--- src/rtl/clk_div_pkg.sv ---
// Shared definitions for the programmable clock divider.
//   state_e : run-state encoding (IDLE, RUN), fixed values for legacy compatibility
//   MIN_DIV : smallest divisor the block accepts
package clk_div_pkg;

  typedef enum logic [0:0] {
    IDLE = 1'b0,
    RUN  = 1'b1
  } state_e;

  localparam int unsigned MIN_DIV = 2;

endpackage

--- src/rtl/clk_div_pend.sv ---
// Pending-divisor holder: validates and captures load requests and tracks the busy flag.
// Ports:
//   clk, reset        : clock and synchronous active-high reset
//   div_load, div_in  : load strobe and requested divisor
//   apply             : the top consumes the pending value on this edge
//   pend_div          : captured divisor awaiting application
//   load_busy         : a captured divisor is pending
//   div_err           : one-cycle pulse after a rejected (< MIN_DIV) load
module clk_div_pend
  import clk_div_pkg::*;
#(
  parameter int unsigned WIDTH = 8
) (
  input  logic             clk,
  input  logic             reset,
  input  logic             div_load,
  input  logic [WIDTH-1:0] div_in,
  input  logic             apply,
  output logic [WIDTH-1:0] pend_div,
  output logic             load_busy,
  output logic             div_err
);

  logic [WIDTH-1:0] pend_q;
  logic             busy_q;
  logic             err_q;
  logic             load_ok;

  assign load_ok = div_load && (div_in >= WIDTH'(MIN_DIV));

  always_ff @(posedge clk) begin
    if (reset) begin
      pend_q <= '0;
      busy_q <= 1'b0;
      err_q  <= 1'b0;
    end else begin
      err_q <= div_load && !load_ok;
      // A fresh capture wins over consumption so a load on the apply edge stays pending.
      if (load_ok) begin
        pend_q <= div_in;
        busy_q <= 1'b1;
      end else if (apply) begin
        busy_q <= 1'b0;
      end
    end
  end

  assign pend_div  = pend_q;
  assign load_busy = busy_q;
  assign div_err   = err_q;

endmodule

--- src/rtl/clk_div_prog.sv ---
// Programmable clock divider with glitch-free divisor updates.
// clk_out has period D clk cycles, high for ceil(D/2), low for floor(D/2); tick marks the
// first cycle of each period. New divisors are applied only at a period boundary (or at once
// while idle). Optional feature: define CLKDIV_SYNC_EN to add the sync restart input.
// Ports:
//   clk, reset        : clock and synchronous active-high reset
//   en                : run enable
//   sync              : (CLKDIV_SYNC_EN only) restart the current period
//   div_in, div_load  : requested divisor and its capture strobe
//   clk_out, tick     : divided clock and period-start pulse, registered
//   div_cur           : divisor in effect
//   load_busy         : a divisor is pending
//   load_ack          : pulse when the pending divisor takes effect
//   div_err           : pulse when a load is rejected
module clk_div_prog
  import clk_div_pkg::*;
#(
  parameter int unsigned WIDTH       = 8,
  parameter int unsigned DEFAULT_DIV = 6
) (
  input  logic             clk,
  input  logic             reset,
  input  logic             en,
`ifdef CLKDIV_SYNC_EN
  input  logic             sync,
`endif
  input  logic [WIDTH-1:0] div_in,
  input  logic             div_load,
  output logic             clk_out,
  output logic             tick,
  output logic [WIDTH-1:0] div_cur,
  output logic             load_busy,
  output logic             load_ack,
  output logic             div_err
);

  localparam logic [WIDTH-1:0] DefDiv = WIDTH'(DEFAULT_DIV);

  state_e           state_q, state_d;
  logic [WIDTH-1:0] cnt_q, cnt_d;
  logic [WIDTH-1:0] div_q, div_d;
  logic             clk_out_q, clk_out_d;
  logic             tick_q, tick_d;
  logic             ack_q;
  logic             apply;
  logic             restart;
  logic             sync_hit;
  logic [WIDTH-1:0] pend_div;

  // ceil(d/2) without the overflow that d+1 would risk at d = 2^WIDTH-1
  function automatic logic [WIDTH-1:0] high_len(input logic [WIDTH-1:0] d);
    return (d >> 1) + {{(WIDTH-1){1'b0}}, d[0]};
  endfunction

`ifdef CLKDIV_SYNC_EN
  assign sync_hit = sync;
`else
  assign sync_hit = 1'b0;
`endif

  assign restart = (cnt_q == div_q - WIDTH'(1)) || sync_hit;

  always_comb begin
    state_d = state_q;
    cnt_d   = cnt_q;
    apply   = 1'b0;
    case (state_q)
      IDLE: begin
        apply = load_busy;
        if (en) begin
          state_d = RUN;
          cnt_d   = '0;
        end
      end
      RUN: begin
        if (!en) begin
          state_d = IDLE;
          cnt_d   = '0;
        end else if (restart) begin
          cnt_d = '0;
          apply = load_busy;
        end else begin
          cnt_d = cnt_q + WIDTH'(1);
        end
      end
      default: begin
        state_d = IDLE;
        cnt_d   = '0;
      end
    endcase
    div_d     = apply ? pend_div : div_q;
    // Outputs are derived from the next count and divisor so they line up with cnt_q.
    clk_out_d = (state_d == RUN) && (cnt_d < high_len(div_d));
    tick_d    = (state_d == RUN) && (cnt_d == '0);
  end

  always_ff @(posedge clk) begin
    if (reset) begin
      state_q   <= IDLE;
      cnt_q     <= '0;
      div_q     <= DefDiv;
      clk_out_q <= 1'b0;
      tick_q    <= 1'b0;
      ack_q     <= 1'b0;
    end else begin
      state_q   <= state_d;
      cnt_q     <= cnt_d;
      div_q     <= div_d;
      clk_out_q <= clk_out_d;
      tick_q    <= tick_d;
      ack_q     <= apply;
    end
  end

  clk_div_pend #(
    .WIDTH(WIDTH)
  ) u_pend (
    .clk      (clk),
    .reset    (reset),
    .div_load (div_load),
    .div_in   (div_in),
    .apply    (apply),
    .pend_div (pend_div),
    .load_busy(load_busy),
    .div_err  (div_err)
  );

  assign clk_out  = clk_out_q;
  assign tick     = tick_q;
  assign div_cur  = div_q;
  assign load_ack = ack_q;

endmodule

--- config.mk ---
export PLATFORM = sky130hd
export DESIGN_NAME = clk_div_prog
export DESIGN_NICKNAME = d
export VERILOG_FILES = /design/src/rtl/clk_div_pkg.sv /design/src/rtl/clk_div_pend.sv /design/src/rtl/clk_div_prog.sv
export SDC_FILE = /design/constraint.sdc
export NUM_CORES = 1
export LEC_CHECK = 0
export ABC_AREA = 1
export BUFFER_PORTS_ARGS = -buffer_cell sky130_fd_sc_hd__clkbuf_2
export CAP_MARGIN = 15
export CORE_MARGIN = 2
export CORE_UTILIZATION = 45
export DETAILED_ROUTE_END_ITERATION = 10
export PLACE_DENSITY_LB_ADDON = 0.12
export SLEW_MARGIN = 20
export SYNTH_ARGS = -nofsm -noshare
export SYNTH_HDL_FRONTEND = slang
export SYNTH_SLANG_ARGS = --single-unit
--- constraint.sdc ---
create_clock -name clk -period 4.37 [get_ports clk]
set_input_delay 0.437 -clock clk [delete_from_list [all_inputs] [get_ports clk]]
set_output_delay 0.437 -clock clk [all_outputs]
set_load 0.02 [all_outputs]
==> run_results.csv <==
group,metric,value,unit
sta,setup_viol,0,
logic_synthesis,synth_area,1920,um^2
pwr,p_comb_share,18.9,%
pwr,p_leak,1.08,nW
worst_setup_path,r2r-start,"div_cur[0]$_SDFF_PP0_",
pwr,irDropWorstVdd,0.168,mV
logic_synthesis,postSynthAreaPerCell,6.52,um^2
drt,drt_iter0_drc,112,
drt,vias_per_cell,4.95,
cells_and_area,fin_area,2160,um^2
drt,dr_total_vias,1838,
pwr,internal_power,457,uW
drt,routed_wl,4420,um
worst_setup_path,cp_num_cells,24,
grt,grt-ovfl-total,0,
grt,grt_pass1_wl,7840,um
placement,hpwlAfterDp,3530,um
worst_setup_path,r2r_cells,24,
pwr,pwr-share-seq,46.0,%
sta,fin_worst_hold_slack,0.374,ns
clocking,cts.sinks,30,
worst_setup_path,start_kind,"flip-flop",
placement,place_ws,0.794,ns
worst_setup_path,timing.rr.end,"clk_out$_SDFF_PP0_",
cells_and_area,regArea,601,um^2
clocking,cts_made_buffers,5,
floorplanning,rows,23,
clocking,ctsHoldBuffers,0,
pwr,powerDensity,303,nW/um^2
clocking,cts.clk_slew.worst_paths,0.07,ns
hold_path,hp-class,"input port to flip-flop",
sta,fin_tns_setup,0,ns
sta,max_clock_freq,278,MHz
worst_setup_path,critPathTopFamily,"simple AND/OR/NAND/NOR gates",
cells_and_area,stdcell_count,371,
sta,slew_headroom,68.7,%
drt,wl_per_cell,11.9,um
floorplanning,die_area,4810,um^2
clocking,ctsRootBufferMaster,"clkbuf_8",
sta,period_share,82.4,%
worst_setup_path,path_buf_inv,3,
logic_synthesis,ys_ff_latch,30,
pwr,p_sw_share,30.2,%
pwr,switchingPower,197,uW
worst_setup_path,crit_chain,"inv_2 > ha_1 > or2_1 > nand2_1 > nand2_1 > nand2_1 > nand3_1 > nor2_2 > nand3_2 > nand2_2 > nand2_2 > o21ai_0 > inv_1 > ha_1 > ha_1 > nand3_1 > nand2_1 > nand2_1 > ha_1 > nand2_1 > inv_1 > nand3_1 > nand3_1 > a21oi_1",
worst_setup_path,critical_path.max_stage_delay,0.37,ns
drt,drc,0,
job,maxCapViolations,0,
pwr,p_clk_share,35.1,%
grt,grt_start_max_net_pins,22,
sta,layout_setup_ws,0.770,ns
floorplanning,coreArea,4060,um^2
grt,first_global_vias,1714,
worst_setup_path,path_max_fanout,15,
sta,hold_viol,0,
pwr,fin_total_pwr,654,uW
clocking,cts_buffer_depth,2,
cells_and_area,fillCellCount,424,
logic_synthesis,synth_warnings,0,
cells_and_area,diodes,0,
cells_and_area,area.growth.synth_to_final,12.2,%
sta,slew_viol_final,0,
placement,place_area,2070,um^2
worst_setup_path,crit_top_cell,"nand2_1",
cells_and_area,utilization,53.2,%
worst_setup_path,end_kind,"flip-flop",
floorplanning,pin_count,25,
worst_setup_path,cp_data_required_time,4.59,ns
run_status,status,"completed",
sta,final.min_clock_period,3.60,ns
cells_and_area,multi_input_area,1130,um^2
worst_setup_path,slowest_stage,"dfxtp_1",
logic_synthesis,ys_types,28,
sta,worst_pin_slew,0.469,ns
clocking,cts_tree,"done",
placement,gp_congestion,0.876,
placement,place.port_buffers,24,
placement,dp.cells,363,
clocking,cts_resized,0,
worst_setup_path,worstPathArrival,3.82,ns
clocking,insertion_delay,0.28,ns
floorplanning,fp.dieW,69.4,um
cells_and_area,final_common_cell,"nand2_1",
logic_synthesis,syn_nets,318,
cells_and_area,final_cell_mix,"nand2_1 (74), nor2_1 (41), inv_1 (38)",
grt,grt_use_total,20.4,%
worst_setup_path,crit_type,"flip-flop to flip-flop",
sta,finalClockSkew,0.00544,ns
logic_synthesis,syn-instance-count,295,
worst_setup_path,startpoint,"div_cur[0]$_SDFF_PP0_",
sta,rsz0062_at_grt,"false",
logic_synthesis,yosysSeqAreaShare,31.2,%
floorplanning,start_util,47.4,%
cells_and_area,drive_gt1_share,15.6,%
drt,dr.pass1.iters,4,
grt,antenna_found_initial,0,
floorplanning,die_h,69.4,um
worst_setup_path,r2r_slack,0.77,ns
cells_and_area,nNetsFinal,343,
clocking,htreeDepth,2,
drt,detail-route-antenna-nets,0,
worst_setup_path,endpoint,"clk_out$_SDFF_PP0_",
clocking,postCtsSetupBuffers,0,
-- metal layers --
layer,wire length (um),up-vias,global-route usage [%]
met3,165,8,4.51
li1,-,984,-
met4,69,0,7.19
met5,0,-,0
met1,2240,814,28.0
met2,1950,32,31.6
-- worst min-delay path by stage --
stage	slack [ns]	end	cells past startpoint	from
CTS	0.37	u_pend.pend_div[0]$_SDFFE_PP0P_	3	div_in[0]
finish	0.37	u_pend.pend_div[0]$_SDFFE_PP0P_	3	div_in[0]
floorplan	0.43	u_pend.pend_div[1]$_SDFFE_PP0P_	2	u_pend.pend_div[1]$_SDFFE_PP0P_
global route	0.42	u_pend.div_err$_SDFF_PP0_	3	div_load
global placement	0.46	u_pend.pend_div[5]$_SDFFE_PP0P_	2	u_pend.pend_div[5]$_SDFFE_PP0P_
detailed placement	0.47	u_pend.pend_div[3]$_SDFFE_PP0P_	2	u_pend.pend_div[3]$_SDFFE_PP0P_
-- cells in the mapped netlist (all sizes together) --
cell type	n	share of area, %
nand2	82	17
nor2	46	9.6
buf	3	1.4
dfxtp	30	31
a211oi	1	0.39
nand3	28	7.8
nand3b	2	0.78
inv	42	8.2
o22ai	4	1.3
clkbuf	3	0.59
ha	11	7.2
nor3	4	1.0
nor4	1	0.33
xor2	7	3.2
and2	2	0.65
or2	2	0.65
nand4	3	0.98
a22oi	1	0.39
a21oi	8	2.1
xnor2	5	2.3
o21ai	10	2.6
-- area by class of cell --
| type | instances | area share (%) |
|---|---|---|
| multi-input combinational | 217 | 52.2 |
| timing repair buffer | 24 | 5.57 |
| clock buffer | 7 | 4.00 |
| tap | 50 | 2.90 |
| sequential | 30 | 27.8 |
| inverter | 42 | 7.30 |
| clock inverter | 1 | 0.232 |
-- state kept, by name (all words and copies together) (netlist names) --
name / flops
div_cur: 8
load_ack: 1
u_pend.div_err: 1
state_q: 1
u_pend.load_busy: 1
cnt_q: 8
tick: 1
u_pend.pend_div: 8
clk_out: 1
-- power groups by stage --
stage	logic, mW	clock network [mW]	registers (mW)
3_3_place_gp	0.124	0	0.306
5_1_grt	0.144	0.246	0.303
3_5_place_dp	0.124	0	0.307
4_1_cts	0.125	0.236	0.301
6_report	0.124	0.229	0.301
2_1_floorplan	0.0862	0	0.311
-- worst reg2reg max path, delay by kind of cell (launching register included) --
| family | cells | cell delay, ns |
|---|---|---|
| compound gates | 2 | 0.40 |
| flops | 1 | 0.37 |
| simple gates | 15 | 1.57 |
| buf+inv | 3 | 0.23 |
| fa+ha+maj | 4 | 0.96 |
-- cell families after synthesis --
kind of cell             Yosys count  synth area share (%)
buffers and inverters             48                  10.2
adder cells (fa/ha/maj)           11                  7.16
XOR/XNOR                          12                  5.47
flip-flops                        30                  31.2
AND/OR/NAND/NOR                  170                  39.2
AO/OA/AOI/OAI                     24                  6.77
Power figures use the tool's default switching activity.
